File: config.mk
export PLATFORM = sky130hd
export DESIGN_NAME = vga_sync_decoder_flat
export DESIGN_NICKNAME = d
export VERILOG_FILES = /design/src/rtl/vga_sync_decoder_if.sv /design/src/rtl/vga_sync_decoder.sv /design/src/flat_wrapper.sv
export SDC_FILE = /design/constraint.sdc
export NUM_CORES = 1
export LEC_CHECK = 0
export CAP_MARGIN = 25
export CORE_ASPECT_RATIO = 2
export CORE_MARGIN = 4
export CORE_UTILIZATION = 56
export CTS_BUF_LIST = sky130_fd_sc_hd__clkbuf_4
export DETAILED_ROUTE_END_ITERATION = 8
export HOLD_SLACK_MARGIN = 0.05
export PLACE_DENSITY = 0.82
export SETUP_SLACK_MARGIN = 0.15
export SKIP_CTS_REPAIR_TIMING = 1
export SYNTH_ARGS = -nofsm -noshare
export SYNTH_HDL_FRONTEND = slang
export SYNTH_SLANG_ARGS = --single-unit
export TNS_END_PERCENT = 30
File: constraint.sdc
create_clock -name CLK -period 5.75 [get_ports CLK]
set_clock_uncertainty 0.2 [all_clocks]
set_input_delay 0.8625 -clock CLK [delete_from_list [all_inputs] [get_ports CLK]]
set_output_delay 0.8625 -clock CLK [all_outputs]
set_load 0.005 [all_outputs]
File: src/rtl/vga_sync_decoder_if.sv
// Sync/colour stream into the VGA decoder and the recovered pixel stream out of it.
interface vga_sync_decoder_if;
    logic        HS;
    logic        VS;
    logic [11:0] COLOUR_IN;
    logic [9:0]  PIXEL_X;
    logic [9:0]  PIXEL_Y;
    logic [11:0] PIXEL_COLOUR;
    logic        PIXEL_VALID;
    logic        FRAME_START;
    logic        LOCKED;
    logic        TIMING_ERR;

    modport master (
        output HS, VS, COLOUR_IN,
        input  PIXEL_X, PIXEL_Y, PIXEL_COLOUR, PIXEL_VALID, FRAME_START, LOCKED, TIMING_ERR
    );

    modport slave (
        input  HS, VS, COLOUR_IN,
        output PIXEL_X, PIXEL_Y, PIXEL_COLOUR, PIXEL_VALID, FRAME_START, LOCKED, TIMING_ERR
    );
endinterface

File: src/rtl/vga_sync_decoder.sv
// Receive-side VGA timing decoder: verifies HS/VS timing against the nominal format,
// locks after one clean frame and recovers pixel coordinates and colour.
module vga_sync_decoder #(
    parameter int unsigned H_PULSE   = 96,
    parameter int unsigned H_BACK    = 48,
    parameter int unsigned H_DISPLAY = 640,
    parameter int unsigned H_FRONT   = 16,
    parameter int unsigned V_PULSE   = 2,
    parameter int unsigned V_BACK    = 33,
    parameter int unsigned V_DISPLAY = 480,
    parameter int unsigned V_FRONT   = 10
) (
    input  logic              CLK,
    input  logic              RESET,
    vga_sync_decoder_if.slave vga
);
    localparam int unsigned H_TOTAL = H_PULSE + H_BACK + H_DISPLAY + H_FRONT;
    localparam int unsigned V_TOTAL = V_PULSE + V_BACK + V_DISPLAY + V_FRONT;

    localparam logic [9:0] H_LAST   = 10'(H_TOTAL - 1);
    localparam logic [9:0] V_LAST   = 10'(V_TOTAL - 1);
    localparam logic [9:0] H_SYNC   = 10'(H_PULSE);
    localparam logic [9:0] V_SYNC   = 10'(V_PULSE);
    localparam logic [9:0] H_ACT_LO = 10'(H_PULSE + H_BACK);
    localparam logic [9:0] H_ACT_HI = 10'(H_PULSE + H_BACK + H_DISPLAY);
    localparam logic [9:0] V_ACT_LO = 10'(V_PULSE + V_BACK);
    localparam logic [9:0] V_ACT_HI = 10'(V_PULSE + V_BACK + V_DISPLAY);
    localparam logic [9:0] POS_MAX  = '1;

    typedef enum logic [1:0] {
        ST_SEARCH,
        ST_VERIFY,
        ST_LOCKED
    } state_e;

    state_e      state_q, state_d;

    logic        hs_q, vs_q, hs_prev_q, vs_prev_q;
    logic [11:0] colour_q;
    logic [9:0]  h_pos_q, h_pos_d;
    logic [9:0]  v_pos_q, v_pos_d;

    logic        hs_fall, hs_rise, vs_fall, vs_rise;
    logic        violation;
    logic        active;

    logic [9:0]  pixel_x_q, pixel_x_d;
    logic [9:0]  pixel_y_q, pixel_y_d;
    logic [11:0] pixel_colour_q, pixel_colour_d;
    logic        pixel_valid_q, pixel_valid_d;
    logic        frame_start_q, frame_start_d;
    logic        locked_q, locked_d;
    logic        timing_err_q, timing_err_d;

    always_ff @(posedge CLK) begin
        if (!RESET) begin
            hs_q      <= 1'b0;
            vs_q      <= 1'b0;
            colour_q  <= '0;
            hs_prev_q <= 1'b0;
            vs_prev_q <= 1'b0;
            h_pos_q   <= '0;
            v_pos_q   <= '0;
        end else begin
            hs_q      <= vga.HS;
            vs_q      <= vga.VS;
            colour_q  <= vga.COLOUR_IN;
            hs_prev_q <= hs_q;
            vs_prev_q <= vs_q;
            h_pos_q   <= h_pos_d;
            v_pos_q   <= v_pos_d;
        end
    end

    // h_pos_d/v_pos_d are the position of the stage-1 sample; *_q hold the previous sample's.
    always_comb begin
        hs_fall = hs_prev_q & ~hs_q;
        hs_rise = ~hs_prev_q & hs_q;
        vs_fall = vs_prev_q & ~vs_q;
        vs_rise = ~vs_prev_q & vs_q;

        h_pos_d = (h_pos_q == POS_MAX) ? POS_MAX : h_pos_q + 10'd1;
        v_pos_d = v_pos_q;
        if (hs_fall) begin
            h_pos_d = '0;
            if (vs_fall) begin
                v_pos_d = '0;
            end else if (v_pos_q != POS_MAX) begin
                v_pos_d = v_pos_q + 10'd1;
            end
        end

        violation = (hs_fall && (h_pos_q != H_LAST))
                 || (!hs_fall && (h_pos_q == H_LAST))
                 || (hs_rise && (h_pos_d != H_SYNC))
                 || ((vs_fall || vs_rise) && !hs_fall)
                 || (vs_rise && (v_pos_d != V_SYNC))
                 || (vs_fall && (v_pos_q != V_LAST));
    end

    always_ff @(posedge CLK) begin
        if (!RESET) begin
            state_q <= ST_SEARCH;
        end else begin
            state_q <= state_d;
        end
    end

    // A violation outranks a coincident VS falling edge; that edge never starts a new VERIFY.
    always_comb begin
        state_d = state_q;
        case (state_q)
            ST_SEARCH: if (vs_fall) state_d = ST_VERIFY;
            ST_VERIFY: begin
                if (violation) begin
                    state_d = ST_SEARCH;
                end else if (vs_fall) begin
                    state_d = ST_LOCKED;
                end
            end
            ST_LOCKED: if (violation) state_d = ST_SEARCH;
            default:   state_d = ST_SEARCH;
        endcase
    end

    always_comb begin
        active = (h_pos_d >= H_ACT_LO) && (h_pos_d < H_ACT_HI)
              && (v_pos_d >= V_ACT_LO) && (v_pos_d < V_ACT_HI);

        locked_d       = (state_d == ST_LOCKED);
        timing_err_d   = violation && (state_q != ST_SEARCH);
        pixel_valid_d  = locked_d && active;
        frame_start_d  = locked_d && hs_fall && vs_fall;
        pixel_x_d      = pixel_valid_d ? h_pos_d - H_ACT_LO : '0;
        pixel_y_d      = pixel_valid_d ? v_pos_d - V_ACT_LO : '0;
        pixel_colour_d = pixel_valid_d ? colour_q : '0;
    end

    always_ff @(posedge CLK) begin
        if (!RESET) begin
            pixel_x_q      <= '0;
            pixel_y_q      <= '0;
            pixel_colour_q <= '0;
            pixel_valid_q  <= 1'b0;
            frame_start_q  <= 1'b0;
            locked_q       <= 1'b0;
            timing_err_q   <= 1'b0;
        end else begin
            pixel_x_q      <= pixel_x_d;
            pixel_y_q      <= pixel_y_d;
            pixel_colour_q <= pixel_colour_d;
            pixel_valid_q  <= pixel_valid_d;
            frame_start_q  <= frame_start_d;
            locked_q       <= locked_d;
            timing_err_q   <= timing_err_d;
        end
    end

    assign vga.PIXEL_X      = pixel_x_q;
    assign vga.PIXEL_Y      = pixel_y_q;
    assign vga.PIXEL_COLOUR = pixel_colour_q;
    assign vga.PIXEL_VALID  = pixel_valid_q;
    assign vga.FRAME_START  = frame_start_q;
    assign vga.LOCKED       = locked_q;
    assign vga.TIMING_ERR   = timing_err_q;
endmodule

File: src/flat_wrapper.sv
// flat-port wrapper written by rule: the top's interface ports become plain ports
module vga_sync_decoder_flat 
#(
    parameter int unsigned H_PULSE   = 96,
    parameter int unsigned H_BACK    = 48,
    parameter int unsigned H_DISPLAY = 640,
    parameter int unsigned H_FRONT   = 16,
    parameter int unsigned V_PULSE   = 2,
    parameter int unsigned V_BACK    = 33,
    parameter int unsigned V_DISPLAY = 480,
    parameter int unsigned V_FRONT   = 10
)
  (CLK, RESET, vga_HS, vga_VS, vga_COLOUR_IN, vga_PIXEL_X, vga_PIXEL_Y, vga_PIXEL_COLOUR, vga_PIXEL_VALID, vga_FRAME_START, vga_LOCKED, vga_TIMING_ERR);
  vga_sync_decoder_if vga_i ();
  input  logic CLK;
  input  logic RESET;
  input wire logic [$bits(vga_i.HS)-1:0] vga_HS;
  input wire logic [$bits(vga_i.VS)-1:0] vga_VS;
  input wire logic [$bits(vga_i.COLOUR_IN)-1:0] vga_COLOUR_IN;
  output wire logic [$bits(vga_i.PIXEL_X)-1:0] vga_PIXEL_X;
  output wire logic [$bits(vga_i.PIXEL_Y)-1:0] vga_PIXEL_Y;
  output wire logic [$bits(vga_i.PIXEL_COLOUR)-1:0] vga_PIXEL_COLOUR;
  output wire logic [$bits(vga_i.PIXEL_VALID)-1:0] vga_PIXEL_VALID;
  output wire logic [$bits(vga_i.FRAME_START)-1:0] vga_FRAME_START;
  output wire logic [$bits(vga_i.LOCKED)-1:0] vga_LOCKED;
  output wire logic [$bits(vga_i.TIMING_ERR)-1:0] vga_TIMING_ERR;
  assign vga_i.HS = vga_HS;
  assign vga_i.VS = vga_VS;
  assign vga_i.COLOUR_IN = vga_COLOUR_IN;
  assign vga_PIXEL_X = vga_i.PIXEL_X;
  assign vga_PIXEL_Y = vga_i.PIXEL_Y;
  assign vga_PIXEL_COLOUR = vga_i.PIXEL_COLOUR;
  assign vga_PIXEL_VALID = vga_i.PIXEL_VALID;
  assign vga_FRAME_START = vga_i.FRAME_START;
  assign vga_LOCKED = vga_i.LOCKED;
  assign vga_TIMING_ERR = vga_i.TIMING_ERR;
  vga_sync_decoder #(.H_PULSE(H_PULSE), .H_BACK(H_BACK), .H_DISPLAY(H_DISPLAY), .H_FRONT(H_FRONT), .V_PULSE(V_PULSE), .V_BACK(V_BACK), .V_DISPLAY(V_DISPLAY), .V_FRONT(V_FRONT)) u_core (.CLK(CLK), .RESET(RESET), .vga(vga_i));
endmodule
### Word-level counts from Yosys, hierarchy flattened

Cells that the tools add are included.

* register bits after elaboration: 74
* logic and storage cells: 74

* add/sub/neg operators: 4
* order comparisons: 4
* equality and inequality tests: 10
* muxes and demuxes: 10
* bitwise operators: 8
* reductions and logical operators: 23

Operators by type and width (count)
* 10-bit two-way mux: 5
* 10-bit != test (second input constant): 3
* 10-bit by 1-bit adder with 10-bit output (second input constant): 2
* 10-bit equality test (second input constant): 2
* 10-bit less-than comparator (second input constant): 2
* 1-bit logical AND: 13
* 10-bit by 6-bit greater-or-equal comparator with 1-bit output (second input constant): 1
* 10-bit by 8-bit greater-or-equal comparator with 1-bit output (second input constant): 1
* 10-bit by 2-bit != test with 1-bit output (second input constant): 1
* 10-bit by 7-bit != test with 1-bit output (second input constant): 1
* 10-bit by 6-bit subtractor with 10-bit output (second input constant): 1
* 10-bit by 8-bit subtractor with 10-bit output (second input constant): 1
* 2-bit two-way mux: 4
* 1-bit logical OR: 6
* 2-bit one-hot mux with 3 select lines: 1
* 1-bit AND: 4
* 2-bit equality test (second input constant): 2
* 1-bit inverter: 4
* 2-bit by 1-bit equality test with 1-bit output (second input constant): 1
* 2-bit logical NOT: 1
* 2-bit AND reduction: 1
* 2-bit nonzero test: 1
* 1-bit logical NOT: 1

### Depth between registers and ports, before layout

* depth in word-level cells: 14
* mapped depth: 15
* gate-level depth less buffers: 12

### Worst setup path after synthesis

Ideal clock, no wire load.

* path type: reg-to-reg
* start point: reg u_core.h_pos_q[0]
* end point: reg u_core.pixel_y_q[8] (netlist: u_core.vga.PIXEL_Y[8])
* setup time: 0.073 ns
* arrival: 3.043 ns
* data required time: 5.477 ns
* slack: 2.434 ns
* cell stages (with the launch flop): 15
* period minus slack after synthesis: 3.316 ns
* cells stage by stage: dfxtp_1 > ha_1 > buf_2 > nand4_1 > nor3_1 > o31ai_1 > inv_1 > ha_1 > inv_1 > a2111oi_0 > nand4_1 > a21oi_2 > nand2_4 > buf_6 > nor3_2

* cells in the longest elaborated chain, start to end: 14

Ends and longest elaborated chain
* from (decl): line vga_sync_decoder.sv:40 `logic [9:0] h_pos_q, h_pos_d;`
* from (signal assigned): line vga_sync_decoder.sv:70 `h_pos_q <= h_pos_d;`
* 10-bit by 1-bit adder with 10-bit output or 10-bit equality test (tied branches): line vga_sync_decoder.sv:82 `h_pos_d = (h_pos_q == POS_MAX) ? POS_MAX : h_pos_q + 10'd1;`
* 10-bit two-way mux *: line vga_sync_decoder.sv:82
* 10-bit two-way mux *: line vga_sync_decoder.sv:84 `if (hs_fall) begin`
* named net u_core.h_pos_d[5]: line vga_sync_decoder.sv:40
* 10-bit by 7-bit != test with 1-bit output: line vga_sync_decoder.sv:95 `|| (hs_rise && (h_pos_d != H_SYNC))`
* 1-bit logical AND: line vga_sync_decoder.sv:95
* 1-bit logical OR: line vga_sync_decoder.sv:95
* 1-bit logical OR: line vga_sync_decoder.sv:96 `|| ((vs_fall || vs_rise) && !hs_fall)`
* 1-bit logical OR: line vga_sync_decoder.sv:97 `|| (vs_rise && (v_pos_d != V_SYNC))`
* 1-bit logical OR: line vga_sync_decoder.sv:98 `|| (vs_fall && (v_pos_q != V_LAST));`
* 2-bit two-way mux, on equally long branches: line vga_sync_decoder.sv:121, vga_sync_decoder.sv:115
* 2-bit one-hot mux with 3 select lines: line vga_sync_decoder.sv:112 `case (state_q)`
* 2-bit equality test: line vga_sync_decoder.sv:130 `locked_d = (state_d == ST_LOCKED);`
* 1-bit logical AND *: line vga_sync_decoder.sv:132 `pixel_valid_d = locked_d && active;`
* 2-bit AND reduction (no source line) *
* to (signal assigned): line vga_sync_decoder.sv:150 `pixel_y_q <= pixel_y_d;`
* to (decl): line vga_sync_decoder.sv:48 `logic [9:0] pixel_y_q, pixel_y_d;`

The timed path passes the listed nets; every way through them passes the cells marked *.
A chain may end at the register's enable or synchronous reset.

### Worst setup path in the final report

* start point: reg u_core.h_pos_q[0]
* end point: reg u_core.pixel_y_q[5] (netlist: u_core.vga.PIXEL_Y[5])

The elaborated chain is that of the path after synthesis.

==> impl_metrics.json <==
{
  "grt_max_degree": 34,
  "cp.buffers_inverters": 2,
  "switching_share_pct": 23.1,
  "p_int_w": 0.000719,
  "synth_flop_cell": "dfxtp_1",
  "grt_overflow": 0,
  "rows": 40,
  "place_ws_ns": 1.70,
  "cts_tree": "done",
  "start_kind": "flop",
  "drc": 0,
  "wl_per_cell_um": 17.1,
  "avgViaCountPerCell": 6.06,
  "clk-insertion-delay-late_ns": 0.42,
  "cts_buffers": 9,
  "totalPowerFinal_w": 0.000935,
  "setup_tns_ns": 0,
  "synth_area_um2": 3490,
  "place_hpwl_um": 6080,
  "final_antenna_net_count": 0,
  "synth-edff-count": 0,
  "diodes": 0,
  "hp-class": "flop to flop",
  "grt_pass1_wl_um": 13500,
  "antenna_found_initial": 0,
  "switching_power_w": 0.000216,
  "track_usage_pct": 22.6,
  "maxSlewHeadroom_pct": 46.5,
  "synth.distinct_cells": 64,
  "yosysTopAreaCellShare_pct": 42.5,
  "drive_above_1_share_pct": 12.9,
  "die_y_um": 120,
  "cp_top_family": "simple AND/OR/NAND/NOR gates",
  "first_pass_iters": 5,
  "num_io_pins": 52,
  "yosys.area.top_type": "dfxtp_1",
  "drt-initial-drc-count": 217,
  "gp_congestion": 0.900,
  "slew_viol_final": 0,
  "clkPwrFrac_pct": 38.5,
  "worst_pin_slew_ns": 0.797,
  "h-tree-depth": 3,
  "syn_avg_cell_area_um2": 9.37,
  "crit_chain": "ha_1 -> nand4_1 -> nor3_1 -> o31ai_1 -> inv_1 -> ha_1 -> inv_1 -> a2111oi_0 -> nand4_1 -> a21oi_2 -> nand2_4 -> nor4_2",
  "cap_violations": 0,
  "post-route-period-util_pct": 73.0,
  "p_leak_nw": 1.44,
  "path_clk_slew_ns": 0.12,
  "power-per-cell-area_nw_per_um2": 227,
  "p_comb_share_pct": 5.0,
  "clock_path_buffers": 2,
  "slowest_delay_ns": 0.58,
  "path_class": "flop to flop",
  "max_clock_freq_mhz": 238,
  "worst_slack_ns": 1.55,
  "cp.required_ns": 5.87,
  "synth-warning-count": 0,
  "crit_arrival_ns": 4.32,
  "worst-path-max-fanout": 28,
  "initial_core_util_pct": 58.0,
  "layoutNonFillerInstCount": 482,
  "ys_seq_area_share_pct": 42.5,
  "grt_pass1_vias": 2884,
  "synthesis.nets": 398,
  "die_area_um2": 7630,
  "yosys-top-cells-count": "74 x dfxtp_1, 40 x nor2_1, 20 x nor3_2",
  "totalWireLength_um": 8220,
  "period_needed_ns": 4.20,
  "place_inst": 466,
  "setup_viol": 0,
  "port_buffers": 51,
  "grt_setup_unrepaired": "no",
  "syn_to_final_growth_pct": 18.3,
  "coreArea_um2": 6010,
  "outcome": "finished clean",
  "clock-root-buffer": "clkbuf_4",
  "die_w_um": 63.8,
  "synth-seq-cells": 74,
  "p_seq_share_pct": 56.4,
  "ys_top_cells_by_area": "dfxtp_1 42%, nor3_2 5.7%, nor2_1 4.3%",
  "peakVddDrop_v": 0.000257,
  "hold_ws_ns": 0.233,
  "yosysMostFrequentCell": "dfxtp_1",
  "synth_cells": 372,
  "synthArstFlopShare_pct": 0,
  "cts_sinks": 74,
  "endpoint_kind": "flop",
  "final_nets": 440,
  "finalHoldViolations": 0,
  "vias": 2921,
  "cpMaxStageDelayCell": "nor3_1"
}
-- worst paths after layout --
check / start / end / slack [ns] / cells after the start
setup reg to reg: u_core.h_pos_q[0]$_SDFF_PN0_ / u_core.vga.PIXEL_Y[5]$_SDFF_PN0_ / 1.55 / 12
hold reg to reg: u_core.colour_q[1]$_SDFF_PN0_ / u_core.vga.PIXEL_COLOUR[1]$_SDFF_PN0_ / 0.23 / 2
hold / removal: u_core.colour_q[1]$_SDFF_PN0_ / u_core.vga.PIXEL_COLOUR[1]$_SDFF_PN0_ / 0.23 / 2
setup / recovery: u_core.h_pos_q[0]$_SDFF_PN0_ / u_core.vga.PIXEL_Y[5]$_SDFF_PN0_ / 1.55 / 12
-- kinds of logic (layout without fill, tap and decap cells) --
group,after synthesis,count (layout),share of synthesized area (%)
compound gates,49,49,11.2
mux,3,3,0.861
xor+xnor,14,14,3.52
fa+ha+maj,10,10,3.59
flops,74,74,42.5
simple gates,182,182,32.8
buf+inv,40,87,5.46
-- power by group through the flow --
stage,Sequential [W],Clock (W),Combinational (W)
global route,0.000529,0.000387,0.0000518
finish,0.000527,0.000360,0.0000470
CTS,0.000527,0.000364,0.0000467
global placement,0.000538,0,0.0000457
floorplan,0.000536,0,0.0000302
detailed placement,0.000539,0,0.0000463
-- layer usage --
layer | up-vias | global-route usage [%] | part of all wire (%)
li1 | 1417 | - | -
met1 | 1392 | 22.3 | 35
met2 | 91 | 42.6 | 58
met3 | 21 | 4.78 | 4.2
met4 | 0 | 11.6 | 2.9
met5 | - | 0 | 0
-- final cells by class --
| class | instances | area, µm² |
|---|---|---|
| multi-input combinational | 258 | 1810 |
| timing repair buffer | 52 | 518 |
| sequential | 74 | 1480 |
| tap | 63 | 78.8 |
| clock buffer | 9 | 67.6 |
| fill | 494 | 1880 |
| inverter | 19 | 71.3 |
| clock inverter | 7 | 92.6 |
-- tightest hold or removal path: cells and delay by family (launching register included) --
kind	cells	cell delay, ns
buffers and inverters	1	0.05
DFF	1	0.31
and+or+nand+nor	1	0.04
-- per-stage QoR --
stage                     cell area, µm²  utilization [%]
after CTS                           4120             68.7
after global routing                4120             68.7
after global placement              3960             66.0
final                               4120             68.7
after floorplan                     3490                -
after detailed placement            3960             66.0
-- state kept, by name, indices dropped and copies added (netlist names) --
name	flops
u_core.h_pos_q	10
u_core.v_pos_q	10
u_core.vs_prev_q	1
u_core.vga.PIXEL_VALID	1
u_core.vga.TIMING_ERR	1
u_core.hs_prev_q	1
u_core.vga.PIXEL_X	10
u_core.vga.PIXEL_COLOUR	12
u_core.vga.LOCKED	1
u_core.vs_q	1
u_core.state_q	2
u_core.colour_q	12
u_core.hs_q	1
u_core.vga.PIXEL_Y	10
u_core.vga.FRAME_START	1
-- cell usage in the layout (no fill, tap or decap), types with 3 or more instances in the layout --
cell type	netlist	routed
a21oi_1	6	6
a31oi_1	6	6
a32oi_1	3	3
and2_1	15	15
and3_1	4	4
and4_1	5	5
clkbuf_4	0	9
clkdlybuf4s50_1	0	51
clkinv_1	1	3
dfxtp_1	74	74
ha_1	10	10
inv_1	18	18
mux2i_1	3	3
nand2_1	16	16
nand2b_1	5	5
nand3_1	16	16
nand4_1	10	10
nor2_1	40	40
nor2b_1	3	3
nor3_1	18	18
nor3_2	20	20
nor4_1	7	7
nor4_2	4	4
o21ai_0	5	5
o41ai_1	3	3
xnor2_1	10	10
xor2_1	4	4
Power figures use the tool's default switching activity.
